[config.mk]
export PLATFORM = sky130hd
export DESIGN_NAME = dmem_arbiter
export DESIGN_NICKNAME = d
export VERILOG_FILES = /design/src/rtl/dmem_arbiter.sv
export SDC_FILE = /design/constraint.sdc
export NUM_CORES = 1
export LEC_CHECK = 0
export ABC_CLOCK_PERIOD_IN_PS = 8600
export BUFFER_PORTS_ARGS = -buffer_cell sky130_fd_sc_hd__buf_2
export CORE_ASPECT_RATIO = 1.1
export CORE_MARGIN = 2
export CORE_UTILIZATION = 51
export CTS_BUF_LIST = sky130_fd_sc_hd__clkbuf_8
export DETAILED_ROUTE_END_ITERATION = 8
export GPL_TIMING_DRIVEN = 0
export HOLD_SLACK_MARGIN = 0.06
export PLACE_DENSITY_LB_ADDON = 0.15
export RECOVER_POWER = 50
export SYNTH_ARGS = -nofsm -noshare
export SYNTH_HDL_FRONTEND = slang
export SYNTH_SLANG_ARGS = --single-unit
[constraint.sdc]
create_clock -name clk -period 8.6 [get_ports clk]
set_clock_uncertainty 0.1 [all_clocks]
set_input_delay 0.43 -clock clk [delete_from_list [all_inputs] [get_ports clk]]
set_output_delay 0.43 -clock clk [all_outputs]
set_load 0.005 [all_outputs]
[src/rtl/dmem_arbiter.sv]
// dmem_arbiter: two-port req/gnt arbiter and one-cycle access sequencer in
// front of the single-port DataMemory.
// Requester 0 is the pipeline MEM stage. Requester 1 is the debug/loader port.
// Optional feature macro DMEM_ARB_RR_EN selects the tie-break policy.
//   Defined:   round-robin tie-break, using a one-bit last-served pointer.
//   Undefined: fixed priority, where port 0 wins every tie.
module dmem_arbiter #(
    parameter int WIDTH    = 32,
    parameter int WORD_LEN = 32,
    localparam int AW      = $clog2(WIDTH)
) (
    input  logic                clk,
    input  logic                rst,
    input  logic                req0,
    input  logic                we0,
    input  logic [AW-1:0]       addr0,
    input  logic [WORD_LEN-1:0] wdata0,
    input  logic                req1,
    input  logic                we1,
    input  logic [AW-1:0]       addr1,
    input  logic [WORD_LEN-1:0] wdata1,
    output logic                gnt0,
    output logic                gnt1,
    output logic                rvalid0,
    output logic                rvalid1,
    output logic [WORD_LEN-1:0] rdata0,
    output logic [WORD_LEN-1:0] rdata1,
    output logic                mem_write,
    output logic [AW-1:0]       mem_addr,
    output logic [WORD_LEN-1:0] mem_wdata,
    input  logic [WORD_LEN-1:0] mem_rdata,
    output logic                busy
);

    localparam logic StIdle   = 1'b0;
    localparam logic StAccess = 1'b1;

    logic                state_q, state_d;
    logic                sel_q, sel_d;
    logic                we_q, we_d;
    logic [AW-1:0]       addr_q, addr_d;
    logic [WORD_LEN-1:0] wdata_q, wdata_d;
    logic [WORD_LEN-1:0] rdata0_q, rdata0_d;
    logic [WORD_LEN-1:0] rdata1_q, rdata1_d;
    logic                rvalid0_q, rvalid0_d;
    logic                rvalid1_q, rvalid1_d;
    logic                pick1;
`ifdef DMEM_ARB_RR_EN
    logic                last_q, last_d;
`endif

    // Choose the winner when the block is idle.
    always_comb begin
`ifdef DMEM_ARB_RR_EN
        // On a tie, the port that was not served last wins.
        pick1 = req1 & (~req0 | ~last_q);
`else
        pick1 = req1 & ~req0;
`endif
    end

    // Next-state logic. Capture the request in IDLE; complete the access in ACCESS.
    always_comb begin
        state_d   = state_q;
        sel_d     = sel_q;
        we_d      = we_q;
        addr_d    = addr_q;
        wdata_d   = wdata_q;
        rdata0_d  = rdata0_q;
        rdata1_d  = rdata1_q;
        rvalid0_d = 1'b0;
        rvalid1_d = 1'b0;
`ifdef DMEM_ARB_RR_EN
        last_d    = last_q;
`endif
        if (state_q == StIdle) begin
            if (req0 | req1) begin
                state_d = StAccess;
                sel_d   = pick1;
                we_d    = pick1 ? we1 : we0;
                addr_d  = pick1 ? addr1 : addr0;
                wdata_d = pick1 ? wdata1 : wdata0;
`ifdef DMEM_ARB_RR_EN
                last_d  = pick1;
`endif
            end
        end else begin
            // On a write, mem_rdata still holds the pre-write content at this edge.
            state_d = StIdle;
            if (sel_q) begin
                rdata1_d  = mem_rdata;
                rvalid1_d = 1'b1;
            end else begin
                rdata0_d  = mem_rdata;
                rvalid0_d = 1'b1;
            end
        end
    end

    // State registers with asynchronous reset.
    always_ff @(posedge clk or posedge rst) begin
        if (rst) begin
            state_q   <= StIdle;
            sel_q     <= 1'b0;
            we_q      <= 1'b0;
            addr_q    <= '0;
            wdata_q   <= '0;
            rdata0_q  <= '0;
            rdata1_q  <= '0;
            rvalid0_q <= 1'b0;
            rvalid1_q <= 1'b0;
`ifdef DMEM_ARB_RR_EN
            last_q    <= 1'b1;
`endif
        end else begin
            state_q   <= state_d;
            sel_q     <= sel_d;
            we_q      <= we_d;
            addr_q    <= addr_d;
            wdata_q   <= wdata_d;
            rdata0_q  <= rdata0_d;
            rdata1_q  <= rdata1_d;
            rvalid0_q <= rvalid0_d;
            rvalid1_q <= rvalid1_d;
`ifdef DMEM_ARB_RR_EN
            last_q    <= last_d;
`endif
        end
    end

    // Outputs are decoded from registered state only.
    // A reset during ACCESS drops mem_write at once, so the write is not committed.
    always_comb begin
        busy      = (state_q == StAccess);
        gnt0      = busy & ~sel_q;
        gnt1      = busy & sel_q;
        mem_write = busy & we_q;
        mem_addr  = addr_q;
        mem_wdata = wdata_q;
        rvalid0   = rvalid0_q;
        rvalid1   = rvalid1_q;
        rdata0    = rdata0_q;
        rdata1    = rdata1_q;
    end

endmodule
==> metrics.md <==
| Metric | Value |
|---|---|
| Violated checks | max-capacitance violations, max-slew violations |
| Clk root buf | clkbuf_8 |
| Crit path cell chain | clkbuf_1 -> clkinv_1 -> nor2_1 -> clkbuf_1 -> buf_2 |
| Mux share of post-synthesis cell area | 18.3% |
| Antenna cell count | 0 |
| Mapped cell area | between 4000 and 5000 µm² |
| Chip width | between 90 and 100 µm |
| # setup viols final | 0 |
| Fillers | between 700 and 800 |
| Sequential-to-total area share from yosys stat | 58.5% |
| Port buffer count | ~220 |
| PwrDens | roughly 250 nW/µm² |
| Yosys top cell by area | dfrtp_1 |
| Crit path from | busy |
| Clock transition at path regs | 90 ps |
| Post-Synthesis Cells | roughly 360 |
| Slowest CP cell | clkbuf_1 |
| Top Ports | roughly 220 |
| Number of distinct library cells after synthesis | 22 |
| HP Class | input port to flip-flop |
| Status | complete, but fails checks |
| Longest Clk Path Bufs | 2 |
| Cell family contributing the most delay on the critical path | buffers and inverters |
| Required time worst endpoint | between 8000 and 9000 ps |
| Fraction of layout instances using a drive strength above 1 | 39.9% |
| M1 GR Usage | a little under 30% |
| RSZ-0062 raised after global routing | no |
| Die area | 9670 µm² |
| Syn-to-layout area delta | 27.1% |
| Routed wire per std cell | roughly 16 µm |
| Most frequent cell after synthesis | dfrtp_1 |
| Seq. cell area | between 2000 and 3000 µm² |
| Design area | a little under 6000 µm² |
| Synth Flop Type | dfrtp_1 |
| Initial antenna violation count | 0 |
| Sink Count | 106 |
| Synthesized flop and latch total | 106 |
| Vias per cell | 5.22 |
| All-Layer GR Usage | between 20% and 30% |
| # resized after CTS | 0 |
| Drt drc | 0 |
| First-pass GRT wire length | 17500 µm |
| Post-CTS Setup Inserts | 0 |
| Dominant cells by area after synthesis | dfrtp_1, mux2_4, mux2_2 |
| Final period util | approximately 34% |
| Largest net degree at the start of global routing | about 70 |
| Grt met2 use | between 30% and 40% |
| Max Slew Vio Count | 40 |
| Slew @ Worst Pin | between 1500 and 2000 ps |
| R2r startpoint | busy |
| Initial Utilization | between 50% and 60% |
| GPL Wtd Cong | between 0.7 and 0.8 |
| Arrival @ worst endpoint | 2390 ps |
| Clk Latency, worst-skew pair | 360 ps |
| Vias in the first global route | approximately 3500 |
| Kind of start point of the critical path | flip-flop |
| Crit-path max FO | 11 |
| Final Hold Vio Count | 0 |
| Rows | 36 |
| WL final | 11100 µm |
| Pwr Total | between 1 and 1.5 mW |
| Post-DP HPWL | a little over 8000 µm |
| Drt first pass iters | 4 |
| Detail Route Antenna Nets | 0 |
| Avg Inst Size Synth | around 13 µm² |
| Synth Area in Compound Gates | about 3.3% |
| Pleak | approximately 2.6 nW |
| Hold_ws | 191 ps |
| Most Crowded Layer GR | met2 |
| Multi-input logic area | 1560 µm² |
| FFs w/ async S/R, synth | 100% |
| Adder-Cell Fraction of Synth Area | 0% |
| Peak Freq | 343 MHz |
| GRT Residual Overflow | 0 |
| # nets final | approximately 700 |
| Slew HR | -19.7% |
| Critical Setup Path Class | flip-flop to output port |
| TritonCTS Buffers | 9 |
| Post-synth EDFFs | 0 |
| Post-synth top cells | dfrtp_1, nor3_1, nor2_1, mux2_2, mux2_4 |
| Met3 usage | 4.68% |
| XOR/XNOR Fraction of Synth Area | 0% |
| CTS H-Tree Depth | 3 |
| Vert. Die Dim | between 100 and 150 µm |
| Peak VDD IR | 96.1 µV |
| Via Count | 3687 |
| Post-DP Area | around 5800 µm² |
| Max-Cap Viols | 1 |
| Sum Neg Setup Slack | 0 ps |
| WP buf/inv | 4 |
| Tmin final | 2920 ps |
| Hold wc startpoint | mem_rdata[19] |
| Max stage delay on crit path | between 500 and 600 ps |
| Post-Synth Simple-Gate Area | 15.6% |
| Largest family of logic cells by synthesized area | multiplexers |
| Total core area | 8740 µm² |
| Synthesis Warnings | 0 |
| Final Util | 66.0% |
| Share of the synthesized area in the top cell type | about three fifths |
| Setup crit end kind | output port |
| Syn Nets | between 400 and 500 |
| Iteration-0 DRC count of the detailed router | 67 |
| CTS tree | done |
| Most used cell, CP | clkbuf_1 |
## placed cells by master (no fill, tap or decap)
| cell type | synthesis | final |
|---|---|---|
| clkinvlp_4 | 0 | 1 |
| nand2b_1 | 2 | 2 |
| clkinvlp_2 | 0 | 1 |
| mux2_2 | 35 | 35 |
| buf_1 | 1 | 1 |
| o21ba_2 | 1 | 1 |
| dfrtp_1 | 106 | 106 |
| buf_2 | 6 | 175 |
| nor2_1 | 38 | 39 |
| buf_6 | 7 | 3 |
| clkbuf_1 | 6 | 61 |
| clkbuf_8 | 0 | 10 |
| inv_1 | 2 | 1 |
| o32ai_1 | 2 | 2 |
| dlygate4sd3_1 | 0 | 1 |
| clkinv_2 | 0 | 1 |
| nor3b_1 | 20 | 20 |
| buf_4 | 7 | 5 |
| bufinv_16 | 0 | 1 |
| buf_16 | 0 | 1 |
| and2_1 | 1 | 1 |
| o22ai_1 | 16 | 16 |
| clkinv_1 | 0 | 1 |
| or2_1 | 1 | 1 |
| nand2_1 | 0 | 1 |
| a21oi_1 | 4 | 4 |
| nor3_1 | 72 | 72 |
| mux2_4 | 29 | 2 |
| mux2_1 | 0 | 27 |
## logic make-up (layout without fill, tap and decap cells)
family,after synthesis,count (layout)
AO/OA/AOI/OAI,23,23
AND/OR/NAND/NOR,136,136
buffers and inverters,30,263
multiplexers,64,64
flip-flops,106,106
## through the flow
step | std cells | worst slack [ps]
after detailed placement | 692 | 6800
after global routing | 706 | 5480
after global placement | 691 | 4100
after CTS | 706 | 6390
final | 706 | 5680
after floorplan | 359 | 5280
## path summary, 6_finish.rpt
kind	slack [ps]	to	depth (start not counted)
worst max-delay path	5680	gnt0	5
worst min-delay path	190	rdata1[19]	2
worst max register to register	6180	rdata0[2]	5
worst min register to register	400	rdata1[25]	1
max in group asynchronous	6470	mem_wdata[8]	4
min in group asynchronous	960	rdata0[26]	3
## worst register-to-register path: stages, from the launching register on
cell	delay, ps
dfrtp_1	360
clkbuf_1	300
clkinv_1	160
nor2_1	460
clkbuf_1	530
mux2_2	410
## final cells by class
cell class,instances,share of cell area [%]
clock inverters,3,0.738
inverters,3,0.217
clock buffers,10,2.39
repair buffers,220,18.5
well taps,114,2.47
multi-input cells,223,27.1
flip-flops and latches,106,46.0
plain buffers,27,2.58
## what timing repair did
item | CTS | global route
hold buffers | 1 | 0
endpoints found under the setup margin | 0 | 0
endpoints found under the hold margin | 39 | 0
## flip-flops by register name (all words and copies together) (netlist names)
register,count
we_q,1
mem_wdata,32
rvalid1,1
sel_q,1
rdata0,32
busy,1
rdata1,32
rvalid0,1
mem_addr,5
## metal layers
metal / routed length [µm] / vias to the layer above / share of wire [%]
li1: - / 1728 / -
met1: 4590 / 1784 / 41
met2: 5500 / 146 / 49
met3: 710 / 29 / 6.4
met4: 333 / 0 / 3.0
met5: 0 / - / 0
## power by group
part           internal, mW  switching, mW
Clock                 0.138          0.162
Combinational         0.211          0.189
Sequential            0.640         0.0763
Total                 0.988          0.427
Power figures use the tool's default switching activity.
